$ cat config.mk
export PLATFORM = sky130hd
export DESIGN_NAME = debounce_filter
export DESIGN_NICKNAME = d
export VERILOG_FILES = /design/src/rtl/debounce_pkg.sv /design/src/rtl/debounce_filter.sv
export SDC_FILE = /design/constraint.sdc
export NUM_CORES = 1
export LEC_CHECK = 0
export ABC_AREA = 1
export BUFFER_PORTS_ARGS = -buffer_cell sky130_fd_sc_hd__clkbuf_2
export CAP_MARGIN = 0
export CORE_MARGIN = 3
export CORE_UTILIZATION = 55
export CTS_BUF_LIST = sky130_fd_sc_hd__clkbuf_2
export DETAILED_ROUTE_END_ITERATION = 8
export GPL_ROUTABILITY_DRIVEN = 0
export GPL_TIMING_DRIVEN = 0
export PLACE_DENSITY = 0.73
export SYNTH_ARGS = -nofsm -noshare
export SYNTH_HDL_FRONTEND = slang
export SYNTH_SLANG_ARGS = --single-unit
export TNS_END_PERCENT = 50
$ cat constraint.sdc
create_clock -name clk -period 3.45 [get_ports clk]
set_input_delay 0 -clock clk [delete_from_list [all_inputs] [get_ports clk]]
set_output_delay 0 -clock clk [all_outputs]
set_load 0.02 [all_outputs]
$ cat src/rtl/debounce_pkg.sv
// Shared types and default cycle constants for the button debounce filter.
package debounce_pkg;

    localparam int unsigned DEF_STABLE_CYCLES = 4;
    localparam int unsigned DEF_LONG_CYCLES   = 20;
    localparam int unsigned DEF_CNT_W         = 8;

    typedef enum logic [1:0] {
        ST_LOW       = 2'd0,
        ST_WAIT_HIGH = 2'd1,
        ST_HIGH      = 2'd2,
        ST_WAIT_LOW  = 2'd3
    } state_t;

endpackage : debounce_pkg

$ cat src/rtl/debounce_filter.sv
// Counter-based debounce of an already-synchronized button level, with
// registered level, rise/fall pulses and a one-shot long-press pulse.
module debounce_filter
    import debounce_pkg::*;
#(
    parameter int unsigned STABLE_CYCLES = DEF_STABLE_CYCLES,
    parameter int unsigned LONG_CYCLES   = DEF_LONG_CYCLES,
    parameter int unsigned CNT_W         = DEF_CNT_W
) (
    input  logic clk,
    input  logic rst_n,
    input  logic i_level,
    output logic o_level,
    output logic o_rise,
    output logic o_fall,
    output logic o_long
);

    localparam int unsigned CNT_MAX = (32'd1 << CNT_W) - 32'd1;

    if (STABLE_CYCLES < 1 || STABLE_CYCLES > CNT_MAX) begin : g_bad_stable
        $error("debounce_filter: STABLE_CYCLES out of range 1..2**CNT_W-1");
    end
    if (LONG_CYCLES < 1 || LONG_CYCLES > CNT_MAX) begin : g_bad_long
        $error("debounce_filter: LONG_CYCLES out of range 1..2**CNT_W-1");
    end

    localparam logic [CNT_W-1:0] CNT_ONE     = CNT_W'(1);
    localparam logic [CNT_W-1:0] STABLE_LAST = CNT_W'(STABLE_CYCLES - 1);
    localparam logic [CNT_W-1:0] LONG_MAX    = CNT_W'(LONG_CYCLES);
    localparam logic [CNT_W-1:0] LONG_LAST   = CNT_W'(LONG_CYCLES - 1);

    state_t           state, state_nxt;
    logic [CNT_W-1:0] stab_cnt, stab_nxt;
    logic [CNT_W-1:0] hold_cnt, hold_nxt;
    logic             level_nxt, rise_nxt, fall_nxt, long_nxt;

    always_ff @(posedge clk or negedge rst_n) begin
        if (!rst_n) begin
            state    <= ST_LOW;
            stab_cnt <= '0;
            hold_cnt <= '0;
            o_level  <= 1'b0;
            o_rise   <= 1'b0;
            o_fall   <= 1'b0;
            o_long   <= 1'b0;
        end else begin
            state    <= state_nxt;
            stab_cnt <= stab_nxt;
            hold_cnt <= hold_nxt;
            o_level  <= level_nxt;
            o_rise   <= rise_nxt;
            o_fall   <= fall_nxt;
            o_long   <= long_nxt;
        end
    end

    always_comb begin
        state_nxt = state;
        stab_nxt  = stab_cnt;
        hold_nxt  = hold_cnt;
        level_nxt = o_level;
        rise_nxt  = 1'b0;
        fall_nxt  = 1'b0;
        long_nxt  = 1'b0;

        // Hold time accrues while the debounced level is high; the pulse
        // fires on the single step that reaches saturation.
        if (o_level && hold_cnt != LONG_MAX) begin
            hold_nxt = hold_cnt + CNT_ONE;
            long_nxt = (hold_cnt == LONG_LAST);
        end

        case (state)
            ST_LOW: begin
                if (i_level) begin
                    if (stab_cnt == STABLE_LAST) begin
                        state_nxt = ST_HIGH;
                        stab_nxt  = '0;
                        level_nxt = 1'b1;
                        rise_nxt  = 1'b1;
                        hold_nxt  = '0;
                    end else begin
                        state_nxt = ST_WAIT_HIGH;
                        stab_nxt  = CNT_ONE;
                    end
                end
            end
            ST_WAIT_HIGH: begin
                if (!i_level) begin
                    state_nxt = ST_LOW;
                    stab_nxt  = '0;
                end else if (stab_cnt == STABLE_LAST) begin
                    state_nxt = ST_HIGH;
                    stab_nxt  = '0;
                    level_nxt = 1'b1;
                    rise_nxt  = 1'b1;
                    hold_nxt  = '0;
                end else begin
                    stab_nxt = stab_cnt + CNT_ONE;
                end
            end
            ST_HIGH: begin
                if (!i_level) begin
                    if (stab_cnt == STABLE_LAST) begin
                        state_nxt = ST_LOW;
                        stab_nxt  = '0;
                        level_nxt = 1'b0;
                        fall_nxt  = 1'b1;
                        hold_nxt  = '0;
                        long_nxt  = 1'b0;
                    end else begin
                        state_nxt = ST_WAIT_LOW;
                        stab_nxt  = CNT_ONE;
                    end
                end
            end
            ST_WAIT_LOW: begin
                if (i_level) begin
                    state_nxt = ST_HIGH;
                    stab_nxt  = '0;
                end else if (stab_cnt == STABLE_LAST) begin
                    // A fall coinciding with the long-press step suppresses it.
                    state_nxt = ST_LOW;
                    stab_nxt  = '0;
                    level_nxt = 1'b0;
                    fall_nxt  = 1'b1;
                    hold_nxt  = '0;
                    long_nxt  = 1'b0;
                end else begin
                    stab_nxt = stab_cnt + CNT_ONE;
                end
            end
            default: begin
                state_nxt = ST_LOW;
                stab_nxt  = '0;
            end
        endcase
    end

endmodule : debounce_filter

==> impl_metrics.yaml <==
outcome:
  status: "finished, final reports clean"
clock_tree:
  clock_path_buffers: 2
  htreeDepth: 1
  ctsResizeCount: 0
  clkLatencyLatePin_ns: 0.32
  numCtsBuffers: 3
  cts.reportedPaths.clkPinSlew_ns: 0.21
  cts_tree: "done"
  clockRootBuffer: "clkbuf_2"
  cts_sinks: 22
placed_design:
  io_buffers: 6
  hpwl_mm: 1.597
setup_path:
  crit_type: "flip-flop to flip-flop"
  crit_buf_inv: 2
  arrival_ns: 1.80
  critical_path.endpoint_type: "flip-flop"
  path_delay_family: "simple AND/OR/NAND/NOR gates"
  worstPathCellList: "ha_1 > nand3_2 > nor2_4 > inv_2 > nor2_8 > inv_2 > o21ai_2 > nor2_1"
  crit_top_cell: "inv_2"
  crit_slowest_cell: "dfrtp_1"
  cp_slowest_stage_delay_ns: 0.47
  crit_required_ns: 3.69
  crit_path_start_kind: "flip-flop"
  crit_fanout: 7
detailed_routing:
  antenna_left: 0
  drc: 0
  wirelength_mm: 2.110
  routed_via_density: 4.995
  vias: 959
  drt_iter0_markers: 23
  avgRoutedWirePerCell_um: 10.99
  dr.pass1.iters: 4
global_route:
  grt_first_pass_wirelength_mm: 3.898
  grt_pass1_vias: 933
  grt_max_degree: 23
  grt_overflow: 0
  grt_usage_pct: 18.84
  antenna_found_initial: 0
sta:
  max_freq_mhz: 641.1
  fin_worst_skew_ns: 0.009763
  maxSlewViolCount: 0
  tns_ns: 0
  grt_setup_unrepaired: "false"
  slew_headroom_pct: 63.61
  min_period_ns: 1.560
  final-hold-violation-count: 0
  fin_crit_sh_pct: 45.21
  hold_slack_ns: 0.1507
  worst_pin_slew_ns: 0.5458
  setup_viol: 0
power_and_ir_drop:
  power_density_nw_per_um2: 703.7
  power_mw: 0.9315
  power_leakage_nw: 0.6666
  ir_drop_uv: 487.3
yosys:
  synth_area_per_cell_um2: 7.810
  syn_area_um2: 1195
  synth.distinct_cells: 22
  synthCells: 153
  synth-seq-cells: 22
  ys_warn_count: 0
  syn-num-nets: 159
  yosysSeqAreaShare_pct: 46.07
final_layout:
  areaGrowthSynthToFinish_pct: 10.79
  drive_above_1_share_pct: 13.33
  nets: 172
  diodes: 0
floorplan:
  die-height_um: 52.61
  initial_utilization_pct: 59.69
  ios: 7
  core_area_um2: 2002
  die_w_um: 52.61
  die-area_um2: 2768
  fp-row-count: 16
worst_hold_path:
  hp-class: "primary input to asynchronous set/reset pin"
flow_run:
  maxCapViolations: 0
==> final cells by class <==
cell class | count | area (µm²)
well taps | 27 | 33.78
repair buffers | 8 | 50.05
inverters | 27 | 106.4
clock buffers | 3 | 15.01
fillers | 182 | 678.2
multi-input cells | 104 | 538.0
flip-flops and latches | 22 | 550.5
clock inverters | 1 | 30.03
==> sequential cells by signal, indices dropped and copies added (netlist names) <==
name	cells
hold_cnt	8
stab_cnt	8
o_fall	1
state	2
o_level	1
o_rise	1
o_long	1
==> metal layers <==
metal	track usage (%)	vias to the layer above	wire length, µm
met5	0	-	0
met4	6.383	0	9
met3	3.419	2	38
met2	32.02	10	1059
met1	23.78	448	1003
li1	-	499	-
==> where the power goes <==
group	total (mW)	internal [mW]	leakage (nW)	switching [mW]
logic	0.352	0.127	0.349	0.225
registers	0.401	0.325	0.291	0.0765
clock network	0.178	0.100	0.0266	0.0782
total	0.931	0.552	0.667	0.380
==> cell usage after synthesis <==
cell / instances / area, µm²
inv_1: 22 / 82.58
inv_2: 4 / 15.01
nor3_1: 2 / 10.01
o21ai_1: 3 / 15.01
nand2_1: 42 / 157.7
nor2_4: 1 / 11.26
ha_1: 3 / 37.54
o21ai_2: 2 / 17.52
nor2_1: 21 / 78.83
nand3_2: 2 / 20.02
dfrtp_1: 22 / 550.5
a211oi_1: 1 / 7.510
nand2_4: 1 / 11.26
nand4_1: 3 / 18.77
xnor2_1: 1 / 8.760
o22ai_1: 3 / 18.77
nor2_8: 1 / 20.02
clkinv_4: 1 / 8.760
o21ai_0: 3 / 15.01
nand3_1: 6 / 30.03
xor2_1: 4 / 35.03
a21oi_1: 5 / 25.02
==> placed cells by master (no fill, tap or decap), drive strengths merged <==
cell type and n:
dlygate4sd3 2, nand4 3, a21oi 5, clkinv 1
nand2 43, nor2 23, clkbuf 9, dfrtp 22
o21ai 8, nor3 2, o22ai 3, nand3 8
xor2 4, xnor2 1, ha 3, inv 26
bufinv 1, a211oi 1
==> timing repair <==
item,in CTS,in global routing
setup buffers,0,0
hold endpoints to repair,25,0
hold buffers,2,0
==> cells by family after synthesis <==
kind of cell | count (synthesis) | synth area share (%)
adder cells (fa/ha/maj) | 3 | 3.142
flip-flops | 22 | 46.07
AO/OA/AOI/OAI | 17 | 8.272
XOR/XNOR | 5 | 3.665
buffers and inverters | 27 | 8.900
AND/OR/NAND/NOR | 79 | 29.95
==> final timing paths <==
kind,endpoint,from,slack (ns),depth (start not counted)
setup / recovery,hold_cnt[1],stab_cnt[0],1.89,8
hold / removal,hold_cnt[7],rst_n,0.15,2
setup reg to reg,hold_cnt[1],stab_cnt[0],1.89,8
hold reg to reg,stab_cnt[0],state[0],0.50,1
max in group asynchronous,hold_cnt[2],rst_n,2.94,2
min in group clk,state[1],i_level,0.46,4
==> through the flow <==
step / util (%) / area, µm² / worst slack, ns / cells
final: 66.13 / 1324 / 1.890 / 192
after global routing: 66.13 / 1324 / 1.744 / 192
after CTS: 66.13 / 1324 / 1.886 / 192
after detailed placement: 62.88 / 1259 / 1.935 / 186
after global placement: 62.88 / 1259 / 1.937 / 186
after floorplan: - / 1195 / 2.099 / 153
==> worst reg2reg max path, stage by stage (launching register included) <==
cell,delay [ns]
dfrtp_1,0.47
ha_1,0.27
nand3_2,0.12
nor2_4,0.18
inv_2,0.09
nor2_8,0.14
inv_2,0.09
o21ai_2,0.07
nor2_1,0.05
Power figures use the tool's default switching activity.
